**config.mk**
```make
export PLATFORM = sky130hd
export DESIGN_NAME = sdes_hex_feeder
export DESIGN_NICKNAME = d
export VERILOG_FILES = /design/src/rtl/sdes_hex_feeder.sv
export SDC_FILE = /design/constraint.sdc
export NUM_CORES = 1
export LEC_CHECK = 0
export CORE_ASPECT_RATIO = 2
export CORE_MARGIN = 8
export CORE_UTILIZATION = 60
export DETAILED_ROUTE_END_ITERATION = 8
export PLACE_DENSITY = 0.87
export SLEW_MARGIN = 5
export SYNTH_ARGS = -nofsm -noshare
export SYNTH_HDL_FRONTEND = slang
export SYNTH_SLANG_ARGS = --single-unit
```
**constraint.sdc**
```tcl
create_clock -name clk -period 3.1 [get_ports clk]
set_input_delay 0.465 -clock clk [delete_from_list [all_inputs] [get_ports clk]]
set_output_delay 0.465 -clock clk [all_outputs]
set_load 0.005 [all_outputs]
```
**src/rtl/sdes_hex_feeder.sv**
```systemverilog
// sdes_hex_feeder: holds the latest SDES plaintext/ciphertext bytes and feeds
// one byte as a nibble pair to the two 7-segment decoders. A fresh capture is
// flashed, then the display alternates between the two stored values.
module sdes_hex_feeder #(
  parameter int DWELL_CYCLES = 50000000,
  parameter int BLINK_CYCLES = 12500000,
  parameter int BLINKS       = 3
) (
  input  logic       clk,
  input  logic       rst_n,
  input  logic [7:0] pt_in,
  input  logic       pt_valid,
  input  logic [7:0] ct_in,
  input  logic       ct_valid,
  output logic [3:0] nib_hi,
  output logic [3:0] nib_lo,
  output logic       blank,
  output logic       sel_ct,
  output logic       flashing
);

  // The flash counter is kept as (phase index, cycle within phase) so the
  // on/off decision is just the phase LSB instead of a divide.
  localparam int PHASES = 2 * BLINKS;
  localparam int BW = (BLINK_CYCLES > 1) ? $clog2(BLINK_CYCLES) : 1;
  localparam int PW = $clog2(PHASES);
  localparam int DW = (DWELL_CYCLES > 1) ? $clog2(DWELL_CYCLES) : 1;

  localparam logic [BW-1:0] BLINK_LAST = BW'(BLINK_CYCLES - 1);
  localparam logic [PW-1:0] PHASE_LAST = PW'(PHASES - 1);
  localparam logic [DW-1:0] DWELL_LAST = DW'(DWELL_CYCLES - 1);

  typedef enum logic [1:0] {
    BLANK = 2'd0,
    FLASH = 2'd1,
    SHOW  = 2'd2
  } state_t;

  state_t        state, state_nxt;
  logic [7:0]    pt_reg, ct_reg;
  logic          have_pt, have_ct;
  logic          sel_nxt;
  logic [BW-1:0] blink_cnt, blink_nxt;
  logic [PW-1:0] phase_cnt, phase_nxt;
  logic [DW-1:0] dwell_cnt, dwell_nxt;
  logic          capture;

  assign capture = pt_valid | ct_valid;

  // Capture registers: each strobe latches its byte and marks it present.
  always_ff @(posedge clk) begin
    if (!rst_n) begin
      pt_reg  <= 8'h00;
      ct_reg  <= 8'h00;
      have_pt <= 1'b0;
      have_ct <= 1'b0;
    end else begin
      if (pt_valid) begin
        pt_reg  <= pt_in;
        have_pt <= 1'b1;
      end
      if (ct_valid) begin
        ct_reg  <= ct_in;
        have_ct <= 1'b1;
      end
    end
  end

  // Display state register, selection and flash/dwell counters.
  always_ff @(posedge clk) begin
    if (!rst_n) begin
      state     <= BLANK;
      sel_ct    <= 1'b0;
      blink_cnt <= '0;
      phase_cnt <= '0;
      dwell_cnt <= '0;
    end else begin
      state     <= state_nxt;
      sel_ct    <= sel_nxt;
      blink_cnt <= blink_nxt;
      phase_cnt <= phase_nxt;
      dwell_cnt <= dwell_nxt;
    end
  end

  // Next-state logic: a capture always wins and restarts the flash.
  always_comb begin
    state_nxt = state;
    sel_nxt   = sel_ct;
    blink_nxt = blink_cnt;
    phase_nxt = phase_cnt;
    dwell_nxt = dwell_cnt;
    if (capture) begin
      state_nxt = FLASH;
      sel_nxt   = ct_valid;
      blink_nxt = '0;
      phase_nxt = '0;
    end else begin
      case (state)
        FLASH: begin
          if (blink_cnt == BLINK_LAST) begin
            blink_nxt = '0;
            if (phase_cnt == PHASE_LAST) begin
              state_nxt = SHOW;
              phase_nxt = '0;
              dwell_nxt = '0;
            end else begin
              phase_nxt = phase_cnt + 1'b1;
            end
          end else begin
            blink_nxt = blink_cnt + 1'b1;
          end
        end
        SHOW: begin
          if (dwell_cnt == DWELL_LAST) begin
            dwell_nxt = '0;
            // Only switch when the other value has actually been captured.
            if (sel_ct ? have_pt : have_ct) begin
              sel_nxt = ~sel_ct;
            end
          end else begin
            dwell_nxt = dwell_cnt + 1'b1;
          end
        end
        default: begin
        end
      endcase
    end
  end

  // Outputs decode registers only; odd flash phases are the dark ones.
  always_comb begin
    nib_hi   = sel_ct ? ct_reg[7:4] : pt_reg[7:4];
    nib_lo   = sel_ct ? ct_reg[3:0] : pt_reg[3:0];
    blank    = 1'b0;
    flashing = 1'b0;
    case (state)
      BLANK: blank = 1'b1;
      FLASH: begin
        flashing = 1'b1;
        blank    = phase_cnt[0];
      end
      default: begin
      end
    endcase
  end

endmodule
```
### Yosys cells after proc, flatten, opt, wreduce, memory -nomap -nowiden

Index checks and enable logic that the tools add are counted.
Widths: inputs -> output; s select.

| word-level totals | value |
|---|---|
| memories kept | 0 |
| word-level logic and storage cells | 57 |
| latch bits | 0 |
| bits in read-only memories | 0 |
| bits in writable memories | 0 |
| bits in registers | 74 |

| cells by class | value |
|---|---|
| reduce and logical (&&, ||, !) cells | 14 |
| $add $sub $neg | 3 |
| div/mod/pow operators | 0 |
| bitwise logic cells | 4 |
| multipliers | 0 |
| shift operators | 0 |
| order comparisons | 0 |
| muxes and demuxes | 19 |
| equality and inequality tests | 7 |

Operators by type and width:

| kind | number |
|---|---|
| $mux 26 | 3 |
| $pmux 26 s2 | 1 |
| $add 26x1->26 const B | 1 |
| $eq 26x26->1 const B | 1 |
| $add 24x1->24 const B | 1 |
| $eq 24x24->1 const B | 1 |
| $mux 24 | 1 |
| $reduce_bool 2->1 | 7 |
| $mux 1 | 10 |
| $reduce_and 3->1 | 3 |
| $mux 4 | 2 |
| $ne 2x2->1 const B | 2 |
| $reduce_and 4->1 | 1 |
| $add 3x1->3 const B | 1 |
| $eq 3x3->1 const B | 1 |
| $mux 3 | 1 |
| $not 1->1 | 3 |
| $eq 2x1->1 const B | 1 |
| $eq 2x2->1 const B | 1 |
| $logic_not 2->1 | 1 |
| $pmux 1 s2 | 1 |
| $reduce_and 2->1 | 1 |
| $reduce_or 2->1 | 1 |
| $or 1x1->1 | 1 |

### Depth between registers and ports, before layout

| depth | value |
|---|---|
| depth in word-level cells | 5 |
| gate-level depth with buffers | 9 |
| gate-level depth less buffers | 7 |

### Worst setup path after synthesis

Ideal clock, no wire load.

| timing | value |
|---|---|
| path kind | register -> register |
| from | register dwell_cnt[0] |
| to | register dwell_cnt[22] |
| arrival | 1.996 ns |
| buffers on the path | 0 |
| library setup time | 0.075 ns |
| cell stages (with the launch flop) | 7 |
| data required time | 3.025 ns |
| clock period less this slack | 2.071 ns |
| setup slack | 1.029 ns |
| cell sequence | dfxtp_1 > ha_1 > nand4_1 > or4_1 > or3_1 > or3_1 > o22ai_1 |

| on the way | value |
|---|---|
| cells in the longest elaborated chain, start to end | 3 |
| elaborated cells on any way between the ends | 4 |
| classes of those cells | add/sub (1); eq/ne (1); mux (2) |

RTL lines:

| what | RTL line | source |
|---|---|---|
| start: declaration | 45 | `logic [DW-1:0] dwell_cnt, dwell_nxt;` |
| start signal: assignment | 82 | `dwell_cnt <= dwell_nxt;` |
| $add 26x1->26 or $eq 26x26->1 (tied branches) | 122, 115 |  |
| $mux 26 * | 115 | `if (dwell_cnt == DWELL_LAST) begin` |
| $pmux 26 s2 * | 99 | `case (state)` |

Every way passes the cells marked *; elsewhere a longest branch is shown, timed or not.
A chain may end at the register's enable or synchronous reset.

### Final worst setup path

| timing | value |
|---|---|
| from | register dwell_cnt[5] |
| to | register dwell_cnt[4] |

| on the way | value |
|---|---|
| cells in the longest elaborated chain, start to end | 3 |

RTL lines:

| what | RTL line |
|---|---|
| $eq 26x26->1 | 115 |
| $mux 26 | 115 |
| $pmux 26 s2 | 99 |

No other way between the ends.

==> summary.md <==
| Metric | Value |
|---|---|
| Starting Density | 0.615 |
| MaxCap Viol Count | 0 |
| Die X | 72.9 um |
| Via count | 3607 |
| Reg2reg start | dwell_cnt[5] |
| Pin count of the biggest net entering global routing | 28 |
| P_leak | 1.50 nW |
| F_max | 0.390 GHz |
| Setup TNS | 0 ns |
| I/O Buffers | 30 |
| Biggest regs | dwell_cnt (26), blink_cnt (24) |
| # diodes | 0 |
| Die area | between 9000 and 10000 um^2 |
| Tcrit/Tclk final | 0.827 |
| Final setup fails | 0 |
| Synthesized cell area | 3880 um^2 |
| Max reg flops | 26 |
| Unrepaired setup endpoints after global routing | no |
| Total gr overflow | 0 |
| TritonCTS clock tree | built |
| Top cells by area, synth | dfxtp_1 (38%), nor2_1 (6.0%), mux2i_1 (5.2%), a211oi_2 (4.8%), nand2_1 (4.4%) |
| Met3 Use GR | 0.0646 |
| NumNets Final | 503 |
| EDFF count, synth | 0 |
| Asr flop ratio synth | 0 |
| Status | finished clean |
| Final ANT Viol Nets | 0 |
| Critical Path Source Type | flop |
| Met1 Use GR | 0.221 |
| Synthesized flop and latch total | 74 |
| Final Hold Vio Count | 0 |
| GRT Util Overall | 0.224 |
| Num rows | 41 |
| Hold WS | 0.476 ns |
| Worst-Skew Late Latency | about 0.34 ns |
| Synth Area in Simple Gates | 0.294 |
| Ys flop type | dfxtp_1 |
| Tightest Hold Check Type | flop to flop |
| Share of cells above drive strength 1 | 0.118 |
| Largest family of logic cells by synthesized area | simple AND/OR/NAND/NOR gates |
| # IOs | 31 |
| Mux share of post-synthesis cell area | 0.0748 |
| HP Start | have_ct |
| XOR/XNOR share of the synthesized area | 0.0541 |
| First-pass GRT wire length | 16.9 mm |
| Most used routing layer | met2 |
| Post-detailed-route wirelength per cell | 17.6 um |
| Clock Tree Root | clkbuf_16 |
| Num CTS Buffers | 9 |
| Filler Cell Count | around 470 |
| Synth Warn # | 0 |
| Post-synthesis cell type with the largest combined area | dfxtp_1 |
| Pre-CTS WS | 0.625 ns |
| DP Wirelength | 6.89 mm |
| Critical path class | flop to flop |
| Pwr Density | 481 nW/um^2 |
| CP endpoint kind | flop |
| Core box area | 6310 um^2 |
| Maximum vdd ir drop | 0.495 mV |
| CP arrival | roughly 2.8 ns |
| Sequential-to-total area share from yosys stat | 0.382 |
| Die Span Y | between 100 and 150 um |
| Met2 global-route usage | 0.394 |
| Clock sink count | 74 |
| H-Tree Depth | 3 |
| Crit-path max FO | 17 |
| Most flop-heavy register | dwell_cnt |
| Avg Cell Area, Syn | about 8.6 um^2 |
| Cell variety after synth | 50 |
| Hold-fix buffers, CTS | 0 |
| Routed vias/inst | 6.35 |
| Synth Area in Compound Gates | 0.131 |
| Slew @ Worst Pin | around 0.9 ns |
| CTS max path bufs | 2 |
| Final Wtd Congestion | 0.921 |
| Fin crit period | 2.56 ns |
| Most frequent cells in the layout | dfxtp_1 (74), nor2_1 (62), nand2_1 (45) |
| Post-Syn Instances | 451 |
| Initial antenna violation count | 0 |
| Top-area cell type share of the netlist area | 0.382 |
| Max-slew violation count | 0 |
| WL final | 10.0 mm |
| Post-route DRC | 0 |
| Crit path launch | dwell_cnt[5] |
| Setup bufs post-CTS | 0 |
| Area growth syn-to-layout | 17.3% |
| Post-synthesis adder-cell area fraction | 0.0193 |
| Worst Path Required | 3.32 ns |
| Cts repair resizes | 0 |
| Skew final | 0.00706 ns |
| Slew headroom | 0.411 |
| First-pass iteration count of the detailed router | 5 |
| Total power | 0.00219 W |
| Vias in the first global route | 3718 |
| Initial DRC count | 440 |
| Commonest non-fill, non-tap cell in the layout | dfxtp_1 |
| Fin worst setup slack | 0.536 ns |
| Clk slew on worst S/H paths | 0.06 ns |
| Syn nets | 477 |
==> through the flow <==
stage,area (um^2),util,instances
after global routing,4560,0.722,568
after detailed placement,4250,0.674,552
final,4560,0.722,568
after CTS,4560,0.722,568
after global placement,4250,0.674,552
after floorplan,3880,-,451
==> worst max-delay path, stage by stage (launching register included) <==
cell and delay (ns):
dfxtp_1 0.44, nand2_2 0.13, or4_1 0.51, o41a_1 0.69
buf_4 0.33, a211oi_1 0.22, o22ai_1 0.12
==> area by class of cell <==
class                           count  area (um^2)  share of cell area
Multi-Input combinational cell    338         2230               0.489
Inverter                           13         48.8              0.0107
Timing Repair Buffer               41          383              0.0840
Sequential cell                    74         1480               0.325
Clock buffer                       11          253              0.0555
Clock inverter                      5         52.6              0.0115
Tap cell                           86          108              0.0236
==> cells in the mapped netlist (3+ instances only) <==
master	count
xnor2_1	14
nand4b_1	6
dfxtp_1	74
and3_1	7
clkbuf_1	16
nand4_1	23
nor2_1	62
nor4_1	7
nor4b_1	3
and2_1	4
buf_2	5
nor3_1	6
or4_1	3
nand2_1	45
nand3_1	15
mux2_2	8
and4_1	4
a211oi_2	15
a21oi_1	10
o22ai_1	19
xor2_1	10
a211oi_1	6
inv_1	13
or3_1	18
mux2i_1	20
buf_6	3
ha_1	6
==> cells by family (layout without fill, tap and decap cells) <==
family	Yosys count	count (layout)
flip-flops	74	74
adder cells (fa/ha/maj)	6	6
AND/OR/NAND/NOR	217	217
buffers and inverters	39	70
AO/OA/AOI/OAI	63	63
multiplexers	28	28
XOR/XNOR	24	24
==> final timing paths <==
path | to | slack (ns) | cells after the start
max | dwell_cnt[4] | 0.54 | 6
min | have_ct | 0.48 | 2
max reg2reg | dwell_cnt[4] | 0.54 | 6
min reg2reg | have_ct | 0.48 | 2
==> routing by layer <==
layer | wire, um | up-vias | share of wire
li1 | - | 1690 | -
met1 | 3710 | 1699 | 0.37
met2 | 5380 | 167 | 0.54
met3 | 483 | 51 | 0.048
met4 | 445 | 0 | 0.044
met5 | 0 | - | 0
==> power by group <==
group          switching [W]  total [W]  internal, W  leakage [nW]
clock network       0.000398    0.00106     0.000662         0.151
logic              0.0000752   0.000151    0.0000756         0.750
registers          0.0000115   0.000979     0.000968         0.600
total               0.000485    0.00219      0.00171          1.50
(Power assumes the default switching activity.)
